**src/rtl/pipeline_div_recombine.sv**
```systemverilog
// Rebuilds dividend = quotient * divisor + remainder with a QUOTIENT_WIDTH-deep shift-add pipeline.
// Define RECOMBINE_CHECK_EN to carry a remainder >= divisor flag alongside each operand set.
module pipeline_div_recombine #(
    parameter int unsigned QUOTIENT_WIDTH = 8,
    parameter int unsigned DIVISOR_WIDTH  = 8
) (
    input  logic                                    clk_i,
    input  logic                                    rst_i,
    input  logic [QUOTIENT_WIDTH-1:0]               quotient_i,
    input  logic [DIVISOR_WIDTH-1:0]                divisor_i,
    input  logic [DIVISOR_WIDTH-1:0]                reminder_i,
    input  logic                                    valid_i,
    output logic [QUOTIENT_WIDTH+DIVISOR_WIDTH-1:0] divinded_o,
    output logic                                    valid_o,
    output logic                                    range_err_o
);

    localparam int unsigned QW = QUOTIENT_WIDTH;
    localparam int unsigned DW = DIVISOR_WIDTH;
    localparam int unsigned OW = QW + DW;

    // Per-stage state: valid, running sum, and the operands later stages still need.
    logic          valid_q [QW];
    logic [OW-1:0] acc_q   [QW];
    logic [QW-1:0] quo_q   [QW];
    logic [DW-1:0] div_q   [QW];

    // Stage 1 seeds the sum with the remainder and folds in quotient bit 0.
    always_ff @(posedge clk_i) begin
        if (rst_i) begin
            valid_q[0] <= 1'b0;
            acc_q[0]   <= '0;
            quo_q[0]   <= '0;
            div_q[0]   <= '0;
        end else begin
            valid_q[0] <= valid_i;
            if (valid_i) begin
                acc_q[0] <= OW'(reminder_i) + (quotient_i[0] ? OW'(divisor_i) : OW'(0));
                quo_q[0] <= quotient_i;
                div_q[0] <= divisor_i;
            end
        end
    end

    // Stage k+1 adds divisor << k when quotient bit k is set; data only moves with a valid.
    for (genvar k = 1; k < QW; k++) begin : g_stage
        always_ff @(posedge clk_i) begin
            if (rst_i) begin
                valid_q[k] <= 1'b0;
                acc_q[k]   <= '0;
                quo_q[k]   <= '0;
                div_q[k]   <= '0;
            end else begin
                valid_q[k] <= valid_q[k-1];
                if (valid_q[k-1]) begin
                    acc_q[k] <= acc_q[k-1]
                              + (quo_q[k-1][k] ? (OW'(div_q[k-1]) << k) : OW'(0));
                    quo_q[k] <= quo_q[k-1];
                    div_q[k] <= div_q[k-1];
                end
            end
        end
    end

    assign divinded_o = acc_q[QW-1];
    assign valid_o    = valid_q[QW-1];

`ifdef RECOMBINE_CHECK_EN
    logic err_q [QW];

    // Flag is decided once at entry and then simply rides along with its operand set.
    always_ff @(posedge clk_i) begin
        if (rst_i) begin
            err_q[0] <= 1'b0;
        end else if (valid_i) begin
            err_q[0] <= (reminder_i >= divisor_i);
        end
    end

    for (genvar k = 1; k < QW; k++) begin : g_err
        always_ff @(posedge clk_i) begin
            if (rst_i) begin
                err_q[k] <= 1'b0;
            end else if (valid_q[k-1]) begin
                err_q[k] <= err_q[k-1];
            end
        end
    end

    assign range_err_o = err_q[QW-1];
`else
    assign range_err_o = 1'b0;
`endif

endmodule

```
**config.mk**
```make
export PLATFORM = sky130hd
export DESIGN_NAME = pipeline_div_recombine
export DESIGN_NICKNAME = d
export VERILOG_FILES = /design/src/rtl/pipeline_div_recombine.sv
export SDC_FILE = /design/constraint.sdc
export NUM_CORES = 1
export LEC_CHECK = 0
export ABC_CLOCK_PERIOD_IN_PS = 4100
export BUFFER_PORTS_ARGS = -buffer_cell sky130_fd_sc_hd__buf_2
export CAP_MARGIN = 10
export CORE_ASPECT_RATIO = 1.5
export CORE_MARGIN = 8
export CORE_UTILIZATION = 60
export DETAILED_ROUTE_END_ITERATION = 6
export PLACE_DENSITY = 0.88
export SYNTH_ARGS = -nofsm -noshare
export SYNTH_HDL_FRONTEND = slang
export SYNTH_SLANG_ARGS = --single-unit
```
**constraint.sdc**
```tcl
create_clock -name clk_i -period 4.1 [get_ports clk_i]
set_input_delay 0 -clock clk_i [delete_from_list [all_inputs] [get_ports clk_i]]
set_output_delay 0 -clock clk_i [all_outputs]
set_load 0.02 [all_outputs]
```
==> results of run 1 <==
report_power, final:
part | switching, mW | total, mW | internal, mW | leakage (nW)
clock | 0.792 | 1.61 | 0.818 | 0.291
combinational | 0.158 | 0.265 | 0.106 | 2.09
sequential | 0.0327 | 2.26 | 2.23 | 2.06
cells by family (layout without fill, tap and decap cells):
family	count (synthesis)	in the layout	synth area share
adders and majority gates	72	72	0.0975
xor gates and xnor gates	17	17	0.0151
buffers and inverters	71	129	0.0347
other	1	1	0.000381
DFF	192	192	0.577
and+or+nand+nor	317	317	0.180
AOI/OAI and AO/OA	124	124	0.0861
muxes	9	9	0.00914
final cells by class:
type                            count  area share
Inverter                           38      0.0131
Tap cell                          206      0.0237
Timing Repair Buffer               59      0.0345
Multi-Input combinational cell    540       0.352
Clock inverter                     15      0.0155
Clock buffer                       17      0.0391
Sequential cell                   192       0.522
what timing repair did:
action | 4_1_cts | 5_1_grt
hold buffers | 16 | 0
setup endpoints to repair | 0 | 0
setup buffers | 0 | 0
endpoints found under the hold margin | 16 | 0
metal layers:
| metal | wire length [µm] | share of wire | track usage | vias up |
|---|---|---|---|---|
| met3 | 795 | 0.043 | 0.0489 | 93 |
| met2 | 11200 | 0.60 | 0.387 | 189 |
| met5 | 0 | 0 | 0 | - |
| met1 | 5180 | 0.28 | 0.120 | 2849 |
| met4 | 1410 | 0.076 | 0.148 | 0 |
| li1 | - | - | - | 2930 |
worst min path at each step:
stage / cells after the start / to / startpoint / slack, ns
after floorplan: 1 / div_q[0][0] / divisor_i[0] / 0.20
after global placement: 2 / quo_q[0][2] / quotient_i[2] / 0.28
after global routing: 3 / acc_q[0][8] / reminder_i[6] / 0.04
after CTS: 3 / acc_q[0][8] / reminder_i[6] / 0.02
after detailed placement: 2 / quo_q[0][2] / quotient_i[2] / 0.28
final: 3 / acc_q[0][8] / reminder_i[6] / 0.03
cells in the final DEF (no fill, tap or decap), types with 3 or more instances in the layout:
cell type,synthesis,final
dlygate4sd3_1,0,16
clkinv_8,0,5
nand2_1,25,25
a21oi_1,25,25
a211oi_1,16,16
and2_1,182,182
o21bai_1,8,8
fa_1,8,8
dfxtp_1,8,8
o21ai_0,22,22
edfxtp_1,184,184
inv_1,37,37
ha_1,64,64
clkbuf_16,0,17
o2111ai_1,14,14
xnor2_1,17,17
mux2i_1,9,9
nand2b_1,18,18
o21a_1,13,13
o21ai_1,3,3
nor2b_4,3,3
nor2_1,61,61
clkinv_4,0,3
o31a_1,21,21
or2_2,8,8
nand3_1,14,14
buf_2,9,43
inv_8,0,3
state kept, by name, indices dropped and copies added (netlist names):
register / count
quo_q: 28
valid_q: 8
div_q: 56
acc_q: 100
worst reg2reg max path, stage by stage (launching register included):
cell and delay, ns:
edfxtp_1 0.45, and2_1 0.19, ha_1 0.24, fa_1 0.45, a21oi_1 0.22, o21ai_1 0.14
o31a_1 0.27, o31a_1 0.24
per-stage QoR:
| stage | power, mW | cell area, µm² |
|---|---|---|
| after floorplan | 2.47 | 9850 |
| after global placement | 2.54 | 10100 |
| after detailed placement | 2.55 | 10100 |
| after CTS | 4.14 | 10900 |
| after global routing | 4.26 | 10900 |
| final | 4.13 | 10900 |
==> results.sh, run 1 <==
export IMPL_status="finished clean"
export IMPL_yosys_area_top_type_share=0.561
export IMPL_post_route_cells_drive_above_1_share=0.102
export IMPL_clock_latency_ns=0.43
export IMPL_final_cells=1067
export IMPL_fin_skew_ns=0.00977
export IMPL_viasPerCell=5.68
export IMPL_setup_viol=0
export IMPL_path_depth=7
export IMPL_dr_first_iter_drc_count=238
export IMPL_gp_congestion=0.933
export IMPL_synth_top_cell_by_area="edfxtp_1"
export IMPL_dp_slack_ns=1.68
export IMPL_multi_input_area_um2=3830
export IMPL_setup_worst_path_start_class="flop"
export IMPL_io_buffers=43
export IMPL_firstDrtPassIters=5
export IMPL_synth_edf_count=184
export IMPL_async_flop_share=0
export IMPL_crit_path_start="quo_q[3][7]"
export IMPL_synthTopCellsByArea="edfxtp_1, and2_1, ha_1, nor2_1, o31a_1"
export IMPL_antenna_found_initial=0
export IMPL_syn_num_nets=902
export IMPL_reg2reg_from="quo_q[3][7]"
export IMPL_hold_class="in2reg"
export IMPL_ys_ff_latch=192
export IMPL_grt_total_usage=0.185
export IMPL_critPathKind="reg2reg"
export IMPL_rsz0062_at_grt="false"
export IMPL_grt_pass1_vias=6532
export IMPL_crit_arrival_ns=2.62
export IMPL_crit_family="compound AO/OA/AOI/OAI gates"
export IMPL_routed_wl_um=18600
export IMPL_grt_max_degree=25
export IMPL_crit_chain="and2_1 > ha_1 > fa_1 > a21oi_1 > o21ai_1 > o31a_1 > o31a_1"
export IMPL_worst_pin_slew_ns=0.536
export IMPL_boundaryPins=45
export IMPL_postSynthCellCount=803
export IMPL_path_buf_inv=0
export IMPL_dp_cells=1019
export IMPL_setup_ws_ns=1.66
export IMPL_critPathCapture="acc_q[1][63]"
export IMPL_core_area_um2=16100
export IMPL_yosysWarnings=0
export IMPL_synthToLayoutAreaGrowth_pct=10.4
export IMPL_cts_sinks=192
export IMPL_slew_limit_headroom=0.643
export IMPL_leakage_nw=4.44
export IMPL_fin_crit_ns=2.44
export IMPL_syn_area_per_cell_um2=12.3
export IMPL_timing_fmax_mhz=410
export IMPL_clockRootBuffer="clkbuf_16"
export IMPL_power_density_nw_per_um2=380
export IMPL_yosysMostFrequentCell="edfxtp_1"
export IMPL_final_max_slew_viol_count=0
export IMPL_n_fill_cell=1121
export IMPL_seq_area_um2=5690
export IMPL_setup_worst_path_end_class="flop"
export IMPL_grt_pass1_wl_um=29900
export IMPL_ys_top_cells_by_count="edfxtp_1, and2_1, ha_1"
export IMPL_max_stage_delay_ns=0.45
export IMPL_hpwl_um=14000
export IMPL_critPathRequiredTime_ns=4.28
export IMPL_numCtsBuffers=17
export IMPL_start_util=0.611
export IMPL_nets=947
export IMPL_cp_common_cell="o31a_1"
export IMPL_num_antenna_cells=0
export IMPL_cpMaxStageDelayCell="edfxtp_1"
export IMPL_routedWlPerCell_um=17.4
export IMPL_reg2regPathDepth=7
export IMPL_cp_max_fo=8
export IMPL_ctsResizeCount=0
export IMPL_vias=6061
export IMPL_setup_tns_ns=0
export IMPL_synthDistinctLibCells=34
export IMPL_die_x_um=121
export IMPL_syn_area_um2=9850
export IMPL_ant_nets=0
export IMPL_core_rowCount=57
export IMPL_hold_ws_ns=0.0336
export IMPL_finalHoldViolCount=0
export IMPL_fp_dieH_um=173
export IMPL_synthFlopType="edfxtp_1"
export IMPL_cts_max_level=4
export IMPL_cts_max_path_buffers=2
export IMPL_regToRegEndpoint="acc_q[1][63]"
export IMPL_ys_seq_area_frac=0.577
export IMPL_r2r_slack_ns=1.66
export IMPL_maxCapViolCount=0
export IMPL_clkSlewWorstSetupHoldPaths_ns=0.07
export IMPL_utilization=0.675
export IMPL_drc=0
export IMPL_cts_tree="built"
export IMPL_period_share=0.595
export IMPL_overflow=0
export IMPL_dieArea_um2=20900
export IMPL_vdd_ir_drop_worst_mv=0.294
No activity file was read; power rests on OpenSTA's default activity.
==> inputs of run 2 (changes only) <==
--- a/config.mk
+++ b/config.mk
@@ -5,7 +5,7 @@
 export SDC_FILE = /design/constraint.sdc
 export NUM_CORES = 1
 export LEC_CHECK = 0
-export ABC_CLOCK_PERIOD_IN_PS = 4100
+export ABC_CLOCK_PERIOD_IN_PS = 2550
 export BUFFER_PORTS_ARGS = -buffer_cell sky130_fd_sc_hd__buf_2
 export CAP_MARGIN = 10
 export CORE_ASPECT_RATIO = 1.5
==> constraint.sdc (replaced) <==
create_clock -name clk_i -period 2.55 [get_ports clk_i]
set_input_delay 0 -clock clk_i [delete_from_list [all_inputs] [get_ports clk_i]]
set_output_delay 0 -clock clk_i [all_outputs]
set_load 0.02 [all_outputs]
==> run 2 against run 1 <==
- via count fell by 1.4%
- design area up 0.15%
- hold slack about the same
- critical endpoint unchanged
- largest cell class unchanged
==> results.sh, run 2 (synthesis results as in run 1) <==
export IMPL_fp_dieH_um=173
export IMPL_viasPerCell=5.59
export IMPL_num_antenna_cells=0
export IMPL_vias=5978
export IMPL_r2r_slack_ns=0.12
export IMPL_antenna_found_initial=0
export IMPL_period_share=0.951
export IMPL_final_cell_mix="edfxtp_1, and2_1, ha_1"
export IMPL_cts_max_level=4
export IMPL_reg2regPathDepth=7
export IMPL_routed_wl_um=18100
export IMPL_finalHoldViolCount=0
export IMPL_setup_viol=0
export IMPL_io_buffers=43
export IMPL_boundaryPins=45
export IMPL_synthToLayoutAreaGrowth_pct=10.6
export IMPL_dieArea_um2=20900
export IMPL_slew_limit_headroom=0.639
export IMPL_vdd_ir_drop_worst_mv=0.402
export IMPL_clkSlewWorstSetupHoldPaths_ns=0.08
export IMPL_clockRootBuffer="clkbuf_16"
export IMPL_core_rowCount=57
export IMPL_hold_class="in2reg"
export IMPL_final_common_cell="edfxtp_1"
export IMPL_critPathRequiredTime_ns=2.73
export IMPL_ant_nets=0
export IMPL_overflow=0
export IMPL_setup_worst_path_start_class="flop"
export IMPL_numCtsBuffers=17
export IMPL_cp_max_fo=6
export IMPL_total_power_mw=6.66
export IMPL_timing_fmax_mhz=412
export IMPL_clock_latency_ns=0.44
export IMPL_status="finished clean"
export IMPL_setup_worst_path_end_class="flop"
export IMPL_cts_sinks=192
export IMPL_setup_tns_ns=0
export IMPL_core_area_um2=16100
export IMPL_gp_congestion=0.925
export IMPL_routedWlPerCell_um=16.9
export IMPL_grt_pass1_vias=6362
export IMPL_drc=0
export IMPL_dr_first_iter_drc_count=366
export IMPL_cts_tree="built"
export IMPL_firstDrtPassIters=5
export IMPL_nets=949
export IMPL_grt_total_usage=0.181
export IMPL_utilization=0.676
export IMPL_final_max_slew_viol_count=0
export IMPL_maxCapViolCount=0
export IMPL_hpwl_um=14000
export IMPL_cts_max_path_buffers=2
export IMPL_fin_crit_ns=2.43
export IMPL_largest_register="acc_q"
export IMPL_power_density_nw_per_um2=611
export IMPL_grt_max_degree=25
export IMPL_largest_reg_flops=100
export IMPL_rsz0062_at_grt="false"
export IMPL_ctsResizeCount=0
export IMPL_crit_arrival_ns=2.61
export IMPL_holdPathStages=3
export IMPL_worst_pin_slew_ns=0.541
export IMPL_die_x_um=121
export IMPL_post_route_cells_drive_above_1_share=0.103
export IMPL_grt_pass1_wl_um=29300
export IMPL_leakage_nw=4.45
export IMPL_critPathKind="reg2reg"
export IMPL_largest_registers="acc_q: 100 flops, div_q: 56 flops, quo_q: 28 flops"
export IMPL_fin_skew_ns=0.0120
export IMPL_start_util=0.611
-- run 2: worst paths after layout --
check | to | start
max | acc_q[1][63] | quo_q[3][7]
min | acc_q[0][8] | reminder_i[6]
max reg2reg | acc_q[1][63] | quo_q[3][7]
min reg2reg | acc_q[1][0] | acc_q[0][48]
-- run 2: power breakdown --
| part | leakage [nW] | internal [mW] | total (mW) | switching (mW) |
|---|---|---|---|---|
| Sequential | 2.06 | 3.58 | 3.63 | 0.0529 |
| Clock | 0.286 | 1.32 | 2.61 | 1.28 |
| Combinational | 2.10 | 0.171 | 0.421 | 0.250 |
-- run 2: worst max-delay path, cell delays in order, from the launching register on --
cell      delay [ns]
edfxtp_1        0.45
and2_1          0.17
ha_1            0.23
fa_1            0.45
a21oi_1         0.23
o21ai_1         0.14
o31a_1          0.26
o31a_1          0.24
-- run 2: final cells by class --
class | count | area (µm²)
Sequential cell | 192 | 5690
Fill cell | 1143 | 5220
Multi-Input combinational cell | 540 | 3830
Clock buffer | 18 | 429
Timing Repair Buffer | 61 | 390
Tap cell | 206 | 258
Clock inverter | 14 | 166
Inverter | 38 | 143
-- run 2: per-layer routing --
| layer | global-route usage | vias up | share of wire |
|---|---|---|---|
| met5 | 0 | - | 0 |
| met4 | 0.139 | 0 | 0.075 |
| met3 | 0.0414 | 74 | 0.034 |
| met2 | 0.376 | 156 | 0.61 |
| met1 | 0.128 | 2811 | 0.29 |
| li1 | - | 2937 | - |
-- run 2: repair_timing --
action,4_1_cts,5_1_grt
endpoints found under the hold margin,16,0
setup endpoints to repair,0,1
setup buffers,0,2
hold buffers,16,0
-- run 2: per-stage QoR --
stage | hold slack, ns | std cells | instance area [µm²] | worst slack (ns)
6_report | 0.0335 | 1069 | 10900 | 0.124
5_1_grt | 0.0519 | 1069 | 10900 | 0.0375
4_1_cts | 0.0264 | 1067 | 10900 | 0.122
3_5_place_dp | 0.280 | 1019 | 10100 | 0.136
3_3_place_gp | 0.278 | 1019 | 10100 | 0.231
2_1_floorplan | 0.198 | 803 | 9850 | 0.338
==> inputs of run 3 (changes only) <==
==> config.mk (replaced) <==
export PLATFORM = sky130hd
export DESIGN_NAME = pipeline_div_recombine
export DESIGN_NICKNAME = d
export VERILOG_FILES = /design/src/rtl/pipeline_div_recombine.sv
export SDC_FILE = /design/constraint.sdc
export NUM_CORES = 1
export LEC_CHECK = 0
export ABC_CLOCK_PERIOD_IN_PS = 2230
export BUFFER_PORTS_ARGS = -buffer_cell sky130_fd_sc_hd__buf_2
export CAP_MARGIN = 10
export CORE_ASPECT_RATIO = 1.5
export CORE_MARGIN = 8
export CORE_UTILIZATION = 58
export CTS_BUF_LIST = sky130_fd_sc_hd__clkbuf_2
export CTS_CLUSTER_SIZE = 12
export DETAILED_ROUTE_END_ITERATION = 6
export PLACE_DENSITY = 0.89
export SYNTH_ARGS = -nofsm -noshare
export SYNTH_HDL_FRONTEND = slang
export SYNTH_SLANG_ARGS = --single-unit
==> constraint.sdc (replaced) <==
create_clock -name clk_i -period 2.23 [get_ports clk_i]
set_input_delay 0 -clock clk_i [delete_from_list [all_inputs] [get_ports clk_i]]
set_output_delay 0 -clock clk_i [all_outputs]
set_load 0.02 [all_outputs]
==> run 3 against run 2 <==
- the run now ends with negative setup slack left
- sequential power increased by 14%
- critical path type unchanged
- global-route usage decreased by 1.1 points
- non-clock buffer count increased by 47
- hold slack improved by 0.014 ns
- wire length increased by 3.0%
- first-iteration DRC count increased by 14%
- highest routed layer unchanged
==> results.sh, run 3 (synthesis results as in run 1) <==
export IMPL_final_cells=1120
export IMPL_grt_use_met2=0.362
export IMPL_dieArea_um2=21500
export IMPL_post_route_cells_drive_above_1_share=0.175
export IMPL_finalHoldViolCount=0
export IMPL_multi_input_area_um2=4080
export IMPL_grt_max_degree=25
export IMPL_timing_fmax_mhz=442
export IMPL_critPathRequiredTime_ns=2.76
export IMPL_seqPwrFrac=0.643
export IMPL_routed_wl_um=18700
export IMPL_worst_pin_slew_ns=0.543
export IMPL_setup_worst_path_end_class="flop"
export IMPL_status="finished, violations left"
export IMPL_hold_class="in2reg"
export IMPL_nets=996
export IMPL_numCtsBuffers=17
export IMPL_hpwl_um=12900
export IMPL_final_cell_mix="edfxtp_1, and2_1, nor2_1"
export IMPL_setup_viol=1
export IMPL_leakage_nw=4.52
export IMPL_clock_latency_ns=0.76
export IMPL_grt_pass1_vias=6611
export IMPL_setup_tns_ns=-0.0306
export IMPL_grt_pass1_wl_um=28900
export IMPL_cts_tree="built"
export IMPL_hold_ws_ns=0.0472
export IMPL_power_switching_mw=1.64
export IMPL_fin_crit_ns=2.26
export IMPL_largest_registers="acc_q: 100 flops, div_q: 56 flops, quo_q: 28 flops"
export IMPL_total_power_mw=6.45
export IMPL_clkSlewWorstSetupHoldPaths_ns=0.28
export IMPL_slew_limit_headroom=0.638
export IMPL_maxCapViolCount=0
export IMPL_viasPerCell=5.58
export IMPL_antenna_found_initial=0
export IMPL_synthToLayoutAreaGrowth_pct=13.9
export IMPL_start_util=0.590
export IMPL_drc=0
export IMPL_fp_dieH_um=176
export IMPL_grt_total_usage=0.171
export IMPL_cts_max_level=4
export IMPL_core_rowCount=58
export IMPL_dp_slack_ns=-0.0720
export IMPL_cts_max_path_buffers=2
export IMPL_fin_skew_ns=0.0386
export IMPL_dp_cells=1038
export IMPL_largest_register="acc_q"
export IMPL_cts_sinks=192
export IMPL_firstDrtPassIters=7
export IMPL_overflow=0
export IMPL_grtUsageMet3=0.0357
export IMPL_swShare=0.254
export IMPL_critPathKind="reg2reg"
export IMPL_die_x_um=122
export IMPL_vdd_ir_drop_worst_mv=0.477
export IMPL_setup_worst_path_start_class="flop"
export IMPL_final_max_slew_viol_count=0
export IMPL_seq_area_um2=5690
export IMPL_power_density_nw_per_um2=575
export IMPL_holdPathStages=3
export IMPL_io_buffers=43
export IMPL_rsz0062_at_grt="true"
export IMPL_boundaryPins=45
export IMPL_reg2regPathDepth=8
export IMPL_vias=6255
export IMPL_core_area_um2=16700
export IMPL_cp_max_fo=3
export IMPL_period_share=1.01
export IMPL_gp_congestion=0.881
export IMPL_ant_nets=0
export IMPL_n_fill_cell=1111
export IMPL_crit_arrival_ns=2.79
export IMPL_intPower_mw=4.81
export IMPL_dr_first_iter_drc_count=417
export IMPL_grt_busiest_layer="met2"
export IMPL_routedWlPerCell_um=16.7
export IMPL_grt_use_met1=0.127
export IMPL_largest_reg_flops=100
export IMPL_violations="negative setup slack"
export IMPL_final_common_cell="edfxtp_1"
export IMPL_p_comb_frac=0.092
export IMPL_power_frac_clock=0.265
export IMPL_clockRootBuffer="clkbuf_2"
export IMPL_num_antenna_cells=0
export IMPL_setup_ws_ns=-0.0306
[run 3: changes by cell type in the layout (fill, tap and decap cells not counted), sizes merged]
cell,change
inv,-3
buf,+21
dlygate4sd3,+25
clkinv,+1
bufinv,+1
clkinvlp,+1
clkbuf,+1
[run 3: critical path, stage by stage (launching register included)]
cell and delay (ns):
edfxtp_1 0.48, and2_4 0.17, ha_4 0.16, inv_2 0.06, fa_2 0.24, nor2b_4 0.05, o31a_1 0.32, o31a_1 0.33
o31a_1 0.24
[run 3: metal layers]
metal  vias up  share of wire
li1       3028              -
met1      2986           0.30
met2       187           0.62
met3        54          0.042
met4         0          0.040
met5         -              0
[run 3: final cells by class]
class,instances,share of cell area
Timing Repair Buffer,108,0.0720
Inverter,38,0.0130
Clock inverter,14,0.0137
Sequential cell,192,0.507
Clock buffer,18,0.00803
Multi-Input combinational cell,540,0.363
Tap cell,210,0.0234
[run 3: metrics by stage]
| step | utilization | instance area (µm²) |
|---|---|---|
| 2_1_floorplan | - | 9850 |
| 3_3_place_gp | 0.614 | 10200 |
| 3_5_place_dp | 0.614 | 10200 |
| 4_1_cts | 0.656 | 11000 |
| 5_1_grt | 0.672 | 11200 |
| 6_report | 0.672 | 11200 |
[run 3: worst paths after layout]
check	start	to	slack (ns)
max reg2reg	quo_q[1][12]	acc_q[1][12]	-0.03
min	divisor_i[6]	div_q[0][6]	0.05
min reg2reg	acc_q[1][16]	acc_q[1][32]	0.54
max	quo_q[1][12]	acc_q[1][12]	-0.03
[run 3: power groups by stage]
| stage | registers, mW | clock network (mW) | logic (mW) |
|---|---|---|---|
| floorplan | 4.20 | 0 | 0.345 |
| global placement | 4.22 | 0 | 0.448 |
| detailed placement | 4.22 | 0 | 0.468 |
| CTS | 4.15 | 1.72 | 0.543 |
| global route | 4.16 | 1.88 | 0.648 |
| finish | 4.15 | 1.71 | 0.594 |
[run 3: what timing repair did]
action / in CTS / in global routing
pin swaps: 7 / 23
buffers inserted: 2 / 7
gates resized for setup: 10 / 47
endpoints found under the hold margin: 77 / 1
hold buffers: 41 / 1
endpoints found under the setup margin: 6 / 24
